[src/rtl/one_hot_to_bin_pipe_if.sv]
// Stream bundle between the one-hot encoder stage and the decoder.
// err_cnt_o is only present when ONE_HOT_ERR_CNT_EN is defined.
interface one_hot_to_bin_pipe_if #(
  parameter int BIN_W     = 4,
  parameter int ONE_HOT_W = 16
);
  logic                 in_valid_i;
  logic                 in_ready_o;
  logic [ONE_HOT_W-1:0] one_hot_i;
  logic                 out_valid_o;
  logic                 out_ready_i;
  logic [BIN_W-1:0]     bin_o;
  logic                 err_o;
`ifdef ONE_HOT_ERR_CNT_EN
  logic [7:0]           err_cnt_o;

  modport master (
    output in_valid_i, one_hot_i, out_ready_i,
    input  in_ready_o, out_valid_o, bin_o, err_o, err_cnt_o
  );
  modport slave (
    input  in_valid_i, one_hot_i, out_ready_i,
    output in_ready_o, out_valid_o, bin_o, err_o, err_cnt_o
  );
`else
  modport master (
    output in_valid_i, one_hot_i, out_ready_i,
    input  in_ready_o, out_valid_o, bin_o, err_o
  );
  modport slave (
    input  in_valid_i, one_hot_i, out_ready_i,
    output in_ready_o, out_valid_o, bin_o, err_o
  );
`endif
endinterface

[src/rtl/one_hot_to_bin_pipe.sv]
// One-hot to binary decoder with a two-entry skid buffer and malformed-word flag.
// Define ONE_HOT_ERR_CNT_EN to build in the saturating 8-bit error counter.
module one_hot_to_bin_pipe #(
  parameter int BIN_W     = 4,
  parameter int ONE_HOT_W = 16
) (
  input  logic                 clk_i,
  input  logic                 reset_i,
  one_hot_to_bin_pipe_if.slave bus
);
  typedef struct packed {
    logic [BIN_W-1:0] bin;
    logic             err;
  } entry_t;

  typedef enum logic [1:0] {EMPTY, ONE, FULL} state_t;

  state_t state;
  entry_t main_q, skid_q, dec;
  logic   in_ready_q, out_valid_q;
  logic   acc, xfer;

  // Lowest set bit wins, so a multi-hot word still yields a stable index.
  always_comb begin
    dec = '0;
    for (int k = ONE_HOT_W-1; k >= 0; k--)
      if (bus.one_hot_i[k]) dec.bin = BIN_W'(k);
    dec.err = (bus.one_hot_i == '0) ||
              ((bus.one_hot_i & (bus.one_hot_i - ONE_HOT_W'(1))) != '0);
  end

  assign acc  = bus.in_valid_i && in_ready_q;
  assign xfer = out_valid_q && bus.out_ready_i;

  // Handshake outputs are registered alongside the state so nothing
  // combinational reaches the ports.
  always_ff @(posedge clk_i) begin
    if (reset_i) begin
      state       <= EMPTY;
      in_ready_q  <= 1'b1;
      out_valid_q <= 1'b0;
      main_q      <= '0;
      skid_q      <= '0;
    end else begin
      case (state)
        EMPTY: if (acc) begin
          main_q      <= dec;
          state       <= ONE;
          out_valid_q <= 1'b1;
        end
        ONE: begin
          if (acc && xfer) begin
            main_q <= dec;
          end else if (acc) begin
            skid_q     <= dec;
            state      <= FULL;
            in_ready_q <= 1'b0;
          end else if (xfer) begin
            state       <= EMPTY;
            out_valid_q <= 1'b0;
          end
        end
        FULL: if (xfer) begin
          main_q     <= skid_q;
          state      <= ONE;
          in_ready_q <= 1'b1;
        end
        default: begin
          state       <= EMPTY;
          in_ready_q  <= 1'b1;
          out_valid_q <= 1'b0;
        end
      endcase
    end
  end

  assign bus.in_ready_o  = in_ready_q;
  assign bus.out_valid_o = out_valid_q;
  assign bus.bin_o       = main_q.bin;
  assign bus.err_o       = main_q.err;

`ifdef ONE_HOT_ERR_CNT_EN
  logic [7:0] err_cnt_q;

  always_ff @(posedge clk_i) begin
    if (reset_i)
      err_cnt_q <= '0;
    else if (xfer && main_q.err && err_cnt_q != 8'hFF)
      err_cnt_q <= err_cnt_q + 8'd1;
  end

  assign bus.err_cnt_o = err_cnt_q;
`endif
endmodule
[src/flat_wrapper.sv]
// flat-port wrapper written by rule: the top's interface ports become plain ports
module one_hot_to_bin_pipe_flat 
#(
  parameter int BIN_W     = 4,
  parameter int ONE_HOT_W = 16
)
  (clk_i, reset_i, bus_in_valid_i, bus_one_hot_i, bus_out_ready_i, bus_in_ready_o, bus_out_valid_o, bus_bin_o, bus_err_o);
  one_hot_to_bin_pipe_if #(.BIN_W(BIN_W), .ONE_HOT_W(ONE_HOT_W)) bus_i ();
  input  logic clk_i;
  input  logic reset_i;
  input wire logic [$bits(bus_i.in_valid_i)-1:0] bus_in_valid_i;
  input wire logic [$bits(bus_i.one_hot_i)-1:0] bus_one_hot_i;
  input wire logic [$bits(bus_i.out_ready_i)-1:0] bus_out_ready_i;
  output wire logic [$bits(bus_i.in_ready_o)-1:0] bus_in_ready_o;
  output wire logic [$bits(bus_i.out_valid_o)-1:0] bus_out_valid_o;
  output wire logic [$bits(bus_i.bin_o)-1:0] bus_bin_o;
  output wire logic [$bits(bus_i.err_o)-1:0] bus_err_o;
  assign bus_i.in_valid_i = bus_in_valid_i;
  assign bus_i.one_hot_i = bus_one_hot_i;
  assign bus_i.out_ready_i = bus_out_ready_i;
  assign bus_in_ready_o = bus_i.in_ready_o;
  assign bus_out_valid_o = bus_i.out_valid_o;
  assign bus_bin_o = bus_i.bin_o;
  assign bus_err_o = bus_i.err_o;
  one_hot_to_bin_pipe #(.BIN_W(BIN_W), .ONE_HOT_W(ONE_HOT_W)) u_core (.clk_i(clk_i), .reset_i(reset_i), .bus(bus_i));
endmodule
[config.mk]
export PLATFORM = sky130hd
export DESIGN_NAME = one_hot_to_bin_pipe_flat
export DESIGN_NICKNAME = d
export VERILOG_FILES = /design/src/rtl/one_hot_to_bin_pipe_if.sv /design/src/rtl/one_hot_to_bin_pipe.sv /design/src/flat_wrapper.sv
export SDC_FILE = /design/constraint.sdc
export NUM_CORES = 1
export LEC_CHECK = 0
export CORE_MARGIN = 8
export CORE_UTILIZATION = 46
export CTS_CLUSTER_SIZE = 25
export DETAILED_ROUTE_END_ITERATION = 6
export PLACE_DENSITY_LB_ADDON = 0.2
export RECOVER_POWER = 50
export SETUP_SLACK_MARGIN = 0.02
export SYNTH_ARGS = -nofsm -noshare
export SYNTH_HDL_FRONTEND = slang
export SYNTH_SLANG_ARGS = --single-unit
[constraint.sdc]
create_clock -name clk_i -period 2 [get_ports clk_i]
set_clock_uncertainty 0.15 [all_clocks]
set_input_delay 0.4 -clock clk_i [delete_from_list [all_inputs] [get_ports clk_i]]
set_output_delay 0.4 -clock clk_i [all_outputs]
set_load 0.005 [all_outputs]
==> results.sh <==
export IMPL_leakagePower_nw=0.6827
export IMPL_synthTopCellsByArea="dfxtp_1 30%, nor2_1 7.1%, a21oi_1 4.2%, mux2i_1 4.2%, a211oi_1 4.0%"
export IMPL_synth_largest_area_cell="dfxtp_1"
export IMPL_fin_crit_sh_pct=97.04
export IMPL_synth_edff_count=0
export IMPL_vias=1202
export IMPL_fin_nets=201
export IMPL_cts_buffer_depth=2
export IMPL_place_area_um2=1471
export IMPL_firstDrtPassIters=4
export IMPL_slew_headroom_pct=74.82
export IMPL_fin_cells=207
export IMPL_ys_seq_area_share_pct=29.51
export IMPL_syn_inst=120
export IMPL_antenna_found_initial=0
export IMPL_dieArea_um2=3774
export IMPL_hold_start="u_core.skid_q[3]$_SDFFE_PP0P_"
export IMPL_insertion_delay_ps=280
export IMPL_cp_max_fo=5
export IMPL_clock_tree_root_cell="clkbuf_4"
export IMPL_crit_type="input port to flop"
export IMPL_irDropWorstVdd_mv=0.6307
export IMPL_num_rows=16
export IMPL_cts_sinks=14
export IMPL_p_per_area_nw_per_um2=563.2
export IMPL_die_width_um=61.44
export IMPL_drive_above_1_share_pct=26.67
export IMPL_wire_per_inst_um=15.71
export IMPL_most_common_layout_cells="31 x buf_4, 18 x nor2_1, 14 x dfxtp_1"
export IMPL_r2r_start="u_core.state[0]$_SDFFE_PP0P_"
export IMPL_max_freq_mhz=515.2
export IMPL_dp_hpwl_um=2428
export IMPL_path_cells="dlygate4sd2_1 > nor4_4 > buf_4 > a21oi_1 > a311oi_1 > o211a_1 > o22ai_1"
export IMPL_finalCoreUtilization_pct=80.74
export IMPL_total_power_w=0.0008921
export IMPL_synth_top_area_share_pct=29.51
export IMPL_critPathLaunch="bus_one_hot_i[4]"
export IMPL_reg2reg_depth=6
export IMPL_yosys_warnings=0
export IMPL_crit_slowest_cell="nor4_4"
export IMPL_cts_clk_slew_worst_paths_ps=80
export IMPL_cts_htree_levels=1
export IMPL_routed_wl_um=3252
export IMPL_numPortBuffers=26
export IMPL_worst_pin_slew_ps=374.9
export IMPL_postCtsHoldBufs=0
export IMPL_pin_count=27
export IMPL_syn_to_final_growth_pct=66.80
export IMPL_viasPerCell=5.807
export IMPL_setup_viol=0
export IMPL_synth_seq_cells=14
export IMPL_drt_iter0_drc=74
export IMPL_initial_core_util_pct=48.41
export IMPL_grt_setup_unrepaired="true"
export IMPL_overflow=0
export IMPL_coreArea_um2=1962
export IMPL_grt_pass1_wl_um=4692
export IMPL_first_global_vias=1074
export IMPL_async_reset_ff_share_pct=0
export IMPL_hold_viol=0
export IMPL_layout_min_cycle_time_ps=1941
export IMPL_slowest_delay_ps=430
export IMPL_run_status="complete, no violations"
export IMPL_critPathRequiredTime_ps=2020
export IMPL_maxSlewViolCount=0
export IMPL_synth_area_per_cell_um2=7.914
export IMPL_synth_nets=140
export IMPL_cts_buffers=3
export IMPL_hold_class="flop to flop"
export IMPL_die_h_um=61.44
export IMPL_ant_nets=0
export IMPL_finalInstanceArea_um2=1584
export IMPL_remaining_drc_errors=0
export IMPL_min_path_cells=2
export IMPL_grt_max_degree=12
export IMPL_grtUsageTotal_pct=16.47
export IMPL_critical_path_arrival_ps=1960
export IMPL_synth_distinct_cells=42
export IMPL_antenna_cells=0
export IMPL_syn_cell_area_um2=949.7
export IMPL_cts_tree="done"
export IMPL_max_cap_violations=0
export IMPL_dp_cells=202
export IMPL_ys_flop_type="dfxtp_1"
export IMPL_globalplace_congestion=0.9625
export IMPL_start_kind="input port"
export IMPL_crit_path_end_kind="flop"
export IMPL_final_common_cell="buf_4"
## Yosys cell counts (2+ instances only)
master,instances
dfxtp_1,14
nand2_1,7
nand3b_1,3
o21bai_1,3
or3_1,4
clkbuf_1,2
o31ai_1,2
a21boi_0,2
nor4_2,2
nor3_1,4
o21ai_0,6
mux2i_1,4
a22oi_1,2
o2111ai_1,2
nor2_1,18
a21oi_1,8
nor2b_1,2
inv_1,4
a311oi_1,2
a211oi_1,5
nor4_1,2
nand2b_1,2
## cell families after synthesis
family	after synthesis	share of synthesized area, %
AND/OR/NAND/NOR	50	29.64
multiplexers	4	4.216
AO/OA/AOI/OAI	45	33.73
buffers and inverters	7	2.898
flip-flops	14	29.51
## worst max-delay path, delay by kind of cell
family / cells / cell delay, ps
AND/OR/NAND/NOR: 1 / 430
AO/OA/AOI/OAI: 4 / 660
buffers and inverters: 2 / 470
## metal layers
| metal | track usage (%) | routed length [um] | vias up |
|---|---|---|---|
| met5 | 0 | 0 | - |
| met4 | 0.9740 | 0 | 0 |
| met3 | 5.010 | 234 | 0 |
| met2 | 27.16 | 1641 | 40 |
| met1 | 21.40 | 1377 | 579 |
| li1 | - | - | 583 |
## path summary, 6_finish.rpt
check	endpoint	slack (ps)
worst max register to register	u_core.bus.bin_o[0]$_SDFFE_PP0P_	400
worst min register to register	u_core.skid_q[3]$_SDFFE_PP0P_	360
worst max-delay path	u_core.bus.err_o$_SDFFE_PP0P_	60
worst min-delay path	u_core.skid_q[3]$_SDFFE_PP0P_	360
## where the power goes
part	switching [W]	leakage (nW)	total, W	internal [W]
Combinational	0.000161	0.547	0.000346	0.000185
Clock	0.0000935	0.0210	0.000204	0.000111
Sequential	0.0000283	0.115	0.000342	0.000314
## layout make-up
class	instances	area (um2)
clock buffers	4	36.28
fillers	140	377.9
inverters	4	15.01
multi-input cells	99	696.9
flip-flops and latches	14	280.3
well taps	27	33.78
repair buffers	59	521.8
## timing repair
| action | CTS | global route |
|---|---|---|
| pin swaps | 2 | 7 |
| setup endpoints to repair | 2 | 8 |
| endpoints found under the hold margin | 0 | 0 |
| resized for setup | 2 | 17 |
| buffers inserted | 1 | 0 |
## through the flow
step / TNS (ps) / worst slack (ps) / hold slack [ps]
6_report: 0 / 59.14 / 357.2
5_1_grt: -75.18 / -37.84 / 370.6
4_1_cts: 0 / 27.04 / 359.1
3_5_place_dp: -2059 / -357.7 / 339.0
3_3_place_gp: -1510 / -249.6 / 326.6
2_1_floorplan: 0 / 213.8 / 310.1
## registers in the layout, summed over array words and instances, names as in the netlist
register / count
u_core.skid_q: 5
u_core.bus.bin_o: 4
u_core.state: 2
u_core.bus.err_o: 1
u_core.bus.in_ready_o: 1
u_core.bus.out_valid_o: 1
Note: power is estimated with default switching activity, not from simulation.
